$ cat config.mk
export PLATFORM = sky130hd
export DESIGN_NAME = if_fetch
export DESIGN_NICKNAME = d
export VERILOG_FILES = /design/src/rtl/if_pkg.sv /design/src/rtl/if_hold_reg.sv /design/src/rtl/if_fetch.sv
export SDC_FILE = /design/constraint.sdc
export NUM_CORES = 1
export LEC_CHECK = 0
export CORE_AREA = 2 2 163 125
export CTS_BUF_LIST = sky130_fd_sc_hd__clkbuf_2
export DETAILED_ROUTE_END_ITERATION = 12
export DIE_AREA = 0 0 165 127
export PLACE_DENSITY = 0.94
export REMOVE_ABC_BUFFERS = 1
export SLEW_MARGIN = 10
export SYNTH_ARGS = -nofsm -noshare
export SYNTH_HDL_FRONTEND = slang
export SYNTH_HIERARCHICAL = 1
export SYNTH_SLANG_ARGS = --single-unit
$ cat constraint.sdc
create_clock -name clk -period 3.18 [get_ports clk]
set_clock_uncertainty 0.15 [all_clocks]
set_input_delay 0.636 -clock clk [delete_from_list [all_inputs] [get_ports clk]]
set_output_delay 0.636 -clock clk [all_outputs]
set_load 0.01 [all_outputs]
$ cat src/rtl/if_pkg.sv
// Shared types and constants for the instruction fetch engine.
package if_pkg;

  localparam int INSN_W       = 32;
  localparam int PC_W         = 64;
  localparam int LINE_W       = 64;
  localparam int WORD_SEL_BIT = 2;

  // REUSE is only reachable in builds that define IF_LINE_REUSE_EN.
  typedef enum logic [1:0] {
    FETCH = 2'd0,
    HOLD  = 2'd1,
    REUSE = 2'd2
  } fetch_state_t;

  // One instruction headed for the fetch buffer.
  typedef struct packed {
    logic [INSN_W-1:0] insn;
    logic [PC_W-1:0]   pc;
  } fetch_entry_t;

endpackage

$ cat src/rtl/if_hold_reg.sv
// Valid-qualified {insn, PC} register.
// Priority: reset/clear > load > pop.
module if_hold_reg
  import if_pkg::*;
(
  input  logic         clk,
  input  logic         rst,
  input  logic         clr,
  input  logic         load,
  input  logic         pop,
  input  fetch_entry_t d,
  output logic         vld,
  output fetch_entry_t q
);

  // Capture on load, drop the valid bit on pop or clear.
  always_ff @(posedge clk) begin
    if (rst || clr) begin
      vld <= 1'b0;
      q   <= '0;
    end else if (load) begin
      vld <= 1'b1;
      q   <= d;
    end else if (pop) begin
      vld <= 1'b0;
    end
  end

endmodule

$ cat src/rtl/if_fetch.sv
// Instruction fetch engine: owns the fetch PC, requests 64-bit lines, picks the
// 32-bit word by PC[2] and pushes {insn, PC} into the fetch buffer.
// Optional feature macro: IF_LINE_REUSE_EN (odd word of a line pushed from
// line_buf without a second memory request).
module if_fetch
  import if_pkg::*;
#(
  parameter logic [63:0] RESET_PC = 64'h0
) (
  input  logic              clk,
  input  logic              rst,
  input  logic              flush_en_i,
  input  logic [PC_W-1:0]   flush_PC_i,
  input  logic              ifb_full_i,
  input  logic [LINE_W-1:0] Imem2proc_data_i,
  input  logic              Imem_valid_i,
  output logic              proc2Imem_req_o,
  output logic [PC_W-1:0]   proc2Imem_addr_o,
  output logic              ifb_en_o,
  output logic [INSN_W-1:0] if_insn_o,
  output logic [PC_W-1:0]   if_PC_o
);

  fetch_state_t      fstate;
  logic [PC_W-1:0]   pc;
  logic              rst_q;     // high for the cycle right after reset release
  logic              active;    // engine may request/push this cycle
  logic              push;
  logic              to_reuse;  // after pushing pc, next word comes from line_buf
  logic [INSN_W-1:0] fetch_insn;
  logic [PC_W-1:0]   pc_inc;
  fetch_entry_t      out;

  logic              hold_vld;
  fetch_entry_t      hold_q;

  assign active     = ~rst & ~rst_q & ~flush_en_i;
  assign fetch_insn = pc[WORD_SEL_BIT] ? Imem2proc_data_i[63:32] : Imem2proc_data_i[31:0];
  assign pc_inc     = pc + 64'd4;

  // Instruction captured when a hit arrives while the buffer is full.
  if_hold_reg u_hold (
    .clk  (clk),
    .rst  (rst),
    .clr  (flush_en_i),
    .load ((fstate == FETCH) & active & Imem_valid_i & ifb_full_i),
    .pop  ((fstate == HOLD) & active & ~ifb_full_i),
    .d    ({fetch_insn, pc}),
    .vld  (hold_vld),
    .q    (hold_q)
  );

`ifdef IF_LINE_REUSE_EN
  logic         lb_vld;
  fetch_entry_t lb_q;

  assign to_reuse = ~pc[WORD_SEL_BIT];

  // line_buf: odd word of the last line returned, tagged with its PC.
  if_hold_reg u_line_buf (
    .clk  (clk),
    .rst  (rst),
    .clr  (flush_en_i),
    .load ((fstate == FETCH) & active & Imem_valid_i),
    .pop  ((fstate == REUSE) & active & ~ifb_full_i),
    .d    ({Imem2proc_data_i[63:32], pc[PC_W-1:3], 3'b100}),
    .vld  (lb_vld),
    .q    (lb_q)
  );
`else
  assign to_reuse = 1'b0;
`endif

  // Request and push strobes; the hit path to ifb_en_o is combinational.
  always_comb begin
    proc2Imem_req_o = 1'b0;
    push            = 1'b0;
    out             = '0;
    case (fstate)
      FETCH: begin
        proc2Imem_req_o = active;
        if (active && Imem_valid_i && !ifb_full_i) begin
          push = 1'b1;
          out  = {fetch_insn, pc};
        end
      end
      HOLD: begin
        if (active && !ifb_full_i && hold_vld) begin
          push = 1'b1;
          out  = hold_q;
        end
      end
`ifdef IF_LINE_REUSE_EN
      REUSE: begin
        if (active && !ifb_full_i && lb_vld) begin
          push = 1'b1;
          out  = lb_q;
        end
      end
`endif
      default: ;
    endcase
  end

  assign proc2Imem_addr_o = {pc[PC_W-1:3], 3'b000};
  assign ifb_en_o         = push;
  assign if_insn_o        = out.insn;
  assign if_PC_o          = out.pc;

  // PC and fetch state; flush redirects, full only ever stalls.
  always_ff @(posedge clk) begin
    if (rst) begin
      rst_q  <= 1'b1;
      fstate <= FETCH;
      pc     <= RESET_PC;
    end else begin
      rst_q <= 1'b0;
      if (flush_en_i) begin
        pc     <= flush_PC_i & ~64'h3;
        fstate <= FETCH;
      end else if (!rst_q) begin
        case (fstate)
          FETCH: begin
            if (push) begin
              pc     <= pc_inc;
              fstate <= to_reuse ? REUSE : FETCH;
            end else if (Imem_valid_i) begin
              fstate <= HOLD;
            end
          end
          HOLD: begin
            if (push) begin
              pc     <= pc_inc;
              fstate <= to_reuse ? REUSE : FETCH;
            end
          end
`ifdef IF_LINE_REUSE_EN
          REUSE: begin
            if (push) begin
              pc     <= pc_inc;
              fstate <= FETCH;
            end
          end
`endif
          default: fstate <= FETCH;
        endcase
      end
    end
  end

endmodule
==> flow_summary.json <==
{
  "crit_path_end_kind": "primary output",
  "synth_area_leaders": "dfxtp_1, mux2i_1, a22o_1",
  "syn_area_sq_um": 9120,
  "die_w_um": 165,
  "postRouteAntennaNets": 0,
  "design_area_sq_um": 12400,
  "worstMarginPinSlew_ns": 0.925,
  "synth_top_cell_by_area": "dfxtp_1",
  "placement.io_buffers": 289,
  "holdWs_ns": 0.218,
  "wire_per_inst_um": 21.4,
  "clkTransAtPathRegs_ns": 0.23,
  "ys_ff_latch": 161,
  "drtIter0Drc": 1138,
  "core_sq_um": 19200,
  "tritoncts": "done",
  "cts.hold.buffers_added": 0,
  "avgSynthCellArea_sq_um": 8.63,
  "utilization": 0.644,
  "grtUsageMet3": 0.0893,
  "post-route-min-period_ns": 3.22,
  "multiInputGateArea_sq_um": 5040,
  "grt_usage": 0.303,
  "grt_pass1_wl_mm": 49.5,
  "busiest_layer": "met2",
  "synth-edff-count": 0,
  "dp_hpwl_mm": 21.2,
  "clkLatencyLatePin_ns": 0.75,
  "grt_pass1_vias": 8929,
  "p_seq_frac": 0.540,
  "setup_ws_ns": -0.0404,
  "ys_types": 63,
  "p_clk_frac": 0.295,
  "clk_path_buf_depth": 2,
  "startpoint_type": "primary input",
  "p_switching_uw": 1200,
  "worst-endpoint-required_ns": 2.39,
  "period_share": 1.01,
  "hold_viol_final": 0,
  "h-tree-depth": 4,
  "leakage_uw": 0.00457,
  "antenna_found_initial": 5,
  "drt_wl_total_mm": 33.6,
  "fill_cells": 1540,
  "cts-root-buf": "clkbuf_2",
  "peakVddDrop_mv": 0.292,
  "register_area_sq_um": 3230,
  "violations": "setup timing",
  "dieArea_sq_um": 21000,
  "arrival_ns": 2.43,
  "start_util": 0.475,
  "setup_viol": 2,
  "async_flop_share": 0,
  "final_common_cell": "clkdlybuf4s50_1",
  "viasPerCell": 6.07,
  "yosys.area.top_type_share": 0.353,
  "crit_type": "in2out",
  "dpl_cell_area_sq_um": 11900,
  "globalRouteMet1Util": 0.400,
  "hold_class": "in2reg",
  "gp_congestion": 0.856,
  "drive_gt1_frac": 0.201,
  "cts_sinks": 161,
  "vias": 9525,
  "swShare": 0.299,
  "path_max_fanout": 6,
  "final_cell_mix": "clkdlybuf4s50_1, dfxtp_1, nor2_1",
  "dr.pass1.iters": 6,
  "intPower_uw": 2820,
  "cts_buffers": 17,
  "status": "complete, but fails checks",
  "yosysSeqAreaShare": 0.353,
  "gr-total-overflow": 0,
  "synthCells": 1057,
  "rows": 44,
  "power.density_nw_per_um2": 326,
  "fmax_mhz": 311,
  "slew_headroom": 0.379,
  "grt_max_degree": 75,
  "use_met2": 0.482,
  "yosys_warnings": 6,
  "area_growth_pct": 35.5,
  "ios": 295,
  "combPwrFrac": 0.165,
  "max_cap_violations": 0,
  "die_h_um": 127,
  "synth_ff_type": "dfxtp_1",
  "drc_errors": 0,
  "layout.nets": 1433,
  "rsz0062_at_grt": "true",
  "drv_slew": 0
}
==> cells in the mapped netlist, types with 3 or more instances <==
| cell | n |
|---|---|
| a21oi_1 | 44 |
| a221oi_1 | 6 |
| a222oi_1 | 3 |
| a22o_1 | 94 |
| a22oi_1 | 3 |
| a311oi_1 | 3 |
| a31oi_1 | 17 |
| and2_1 | 3 |
| and3_1 | 22 |
| buf_1 | 6 |
| buf_2 | 11 |
| buf_4 | 65 |
| buf_6 | 9 |
| clkbuf_1 | 55 |
| dfxtp_1 | 161 |
| inv_1 | 10 |
| mux2_2 | 34 |
| mux2i_1 | 98 |
| nand2_1 | 59 |
| nand3_1 | 24 |
| nand4_1 | 18 |
| nand4_2 | 3 |
| nor2_1 | 142 |
| nor3_1 | 22 |
| nor4_1 | 13 |
| o211ai_1 | 6 |
| o21a_1 | 3 |
| o21ai_0 | 24 |
| o22ai_1 | 13 |
| o311ai_0 | 6 |
| o31ai_1 | 3 |
| or2_1 | 3 |
| or2_2 | 5 |
| or3_1 | 14 |
| or4_1 | 6 |
| or4_4 | 4 |
| xnor2_1 | 9 |
| xor2_1 | 4 |
==> registers in the layout, summed over array words and instances (netlist names) <==
name,count
pc,62
rst_q,1
u_hold/vld,1
u_hold/q,96
fstate,1
==> metrics by stage <==
stage / power (uW) / worst slack [ns] / TNS (ns) / cells
after floorplan: 2430 / -2.14 / -427.15 / 915
after global placement: 2820 / -0.438 / -40.13 / 1504
after detailed placement: 2850 / -0.453 / -43.13 / 1504
after CTS: 4030 / -0.0698 / -1.32 / 1557
after global routing: 4190 / -0.139 / -3.32 / 1567
final: 4030 / -0.0404 / -0.0766 / 1568
==> final timing paths <==
check	from	endpoint	slack (ns)	depth (start not counted)
hold reg to reg	u_hold/vld	u_hold/vld	0.37	2
setup reg to reg	pc[13]	pc[58]	0.18	6
hold / removal	rst	rst_q	0.22	2
setup / recovery	ifb_full_i	if_PC_o[15]	-0.04	9
==> per-layer routing <==
metal  routed length [um]  up-vias
met3                 3510       65
met1                14200     4602
met2                15100      539
met4                  801        2
met5                   13        -
li1                     -     4317
==> critical path, cell delays in order <==
cell             delay, ns
clkdlybuf4s50_1       0.46
or3b_4                0.44
nor2_4                0.11
buf_6                 0.15
buf_12                0.15
buf_16                0.14
buf_12                0.11
a22o_1                0.11
buf_2                 0.12
==> power by group through the flow <==
stage,logic [uW],registers (uW),clock network (uW)
2_1_floorplan,216,2220,0
3_3_place_gp,622,2200,0
3_5_place_dp,639,2210,0
4_1_cts,659,2170,1210
5_1_grt,707,2190,1290
6_report,662,2170,1190
==> final cells by class <==
class,instances,area share
antenna,3,0.000607
clock inverter,15,0.0126
tap,253,0.0256
multi-input combinational,744,0.407
sequential,161,0.261
timing repair buffer,365,0.283
inverter,10,0.00304
clock buffer,17,0.00688
==> cells by family after synthesis <==
family,share of synthesized area
buffers and inverters,0.0998
and+or+nand+nor,0.191
muxes,0.149
other,0.000411
AOI/OAI and AO/OA,0.192
adders and majority gates,0.00137
DFF,0.353
xor gates and xnor gates,0.0125
==> timing repair <==
action,4_1_cts,5_1_grt
gates resized for setup,352,52
endpoints found under the setup margin,96,94
endpoints found under the hold margin,0,0
pin swaps,5,16
cloned,10,8
setup buffers,11,2
No activity file was read; power rests on OpenSTA's default activity.
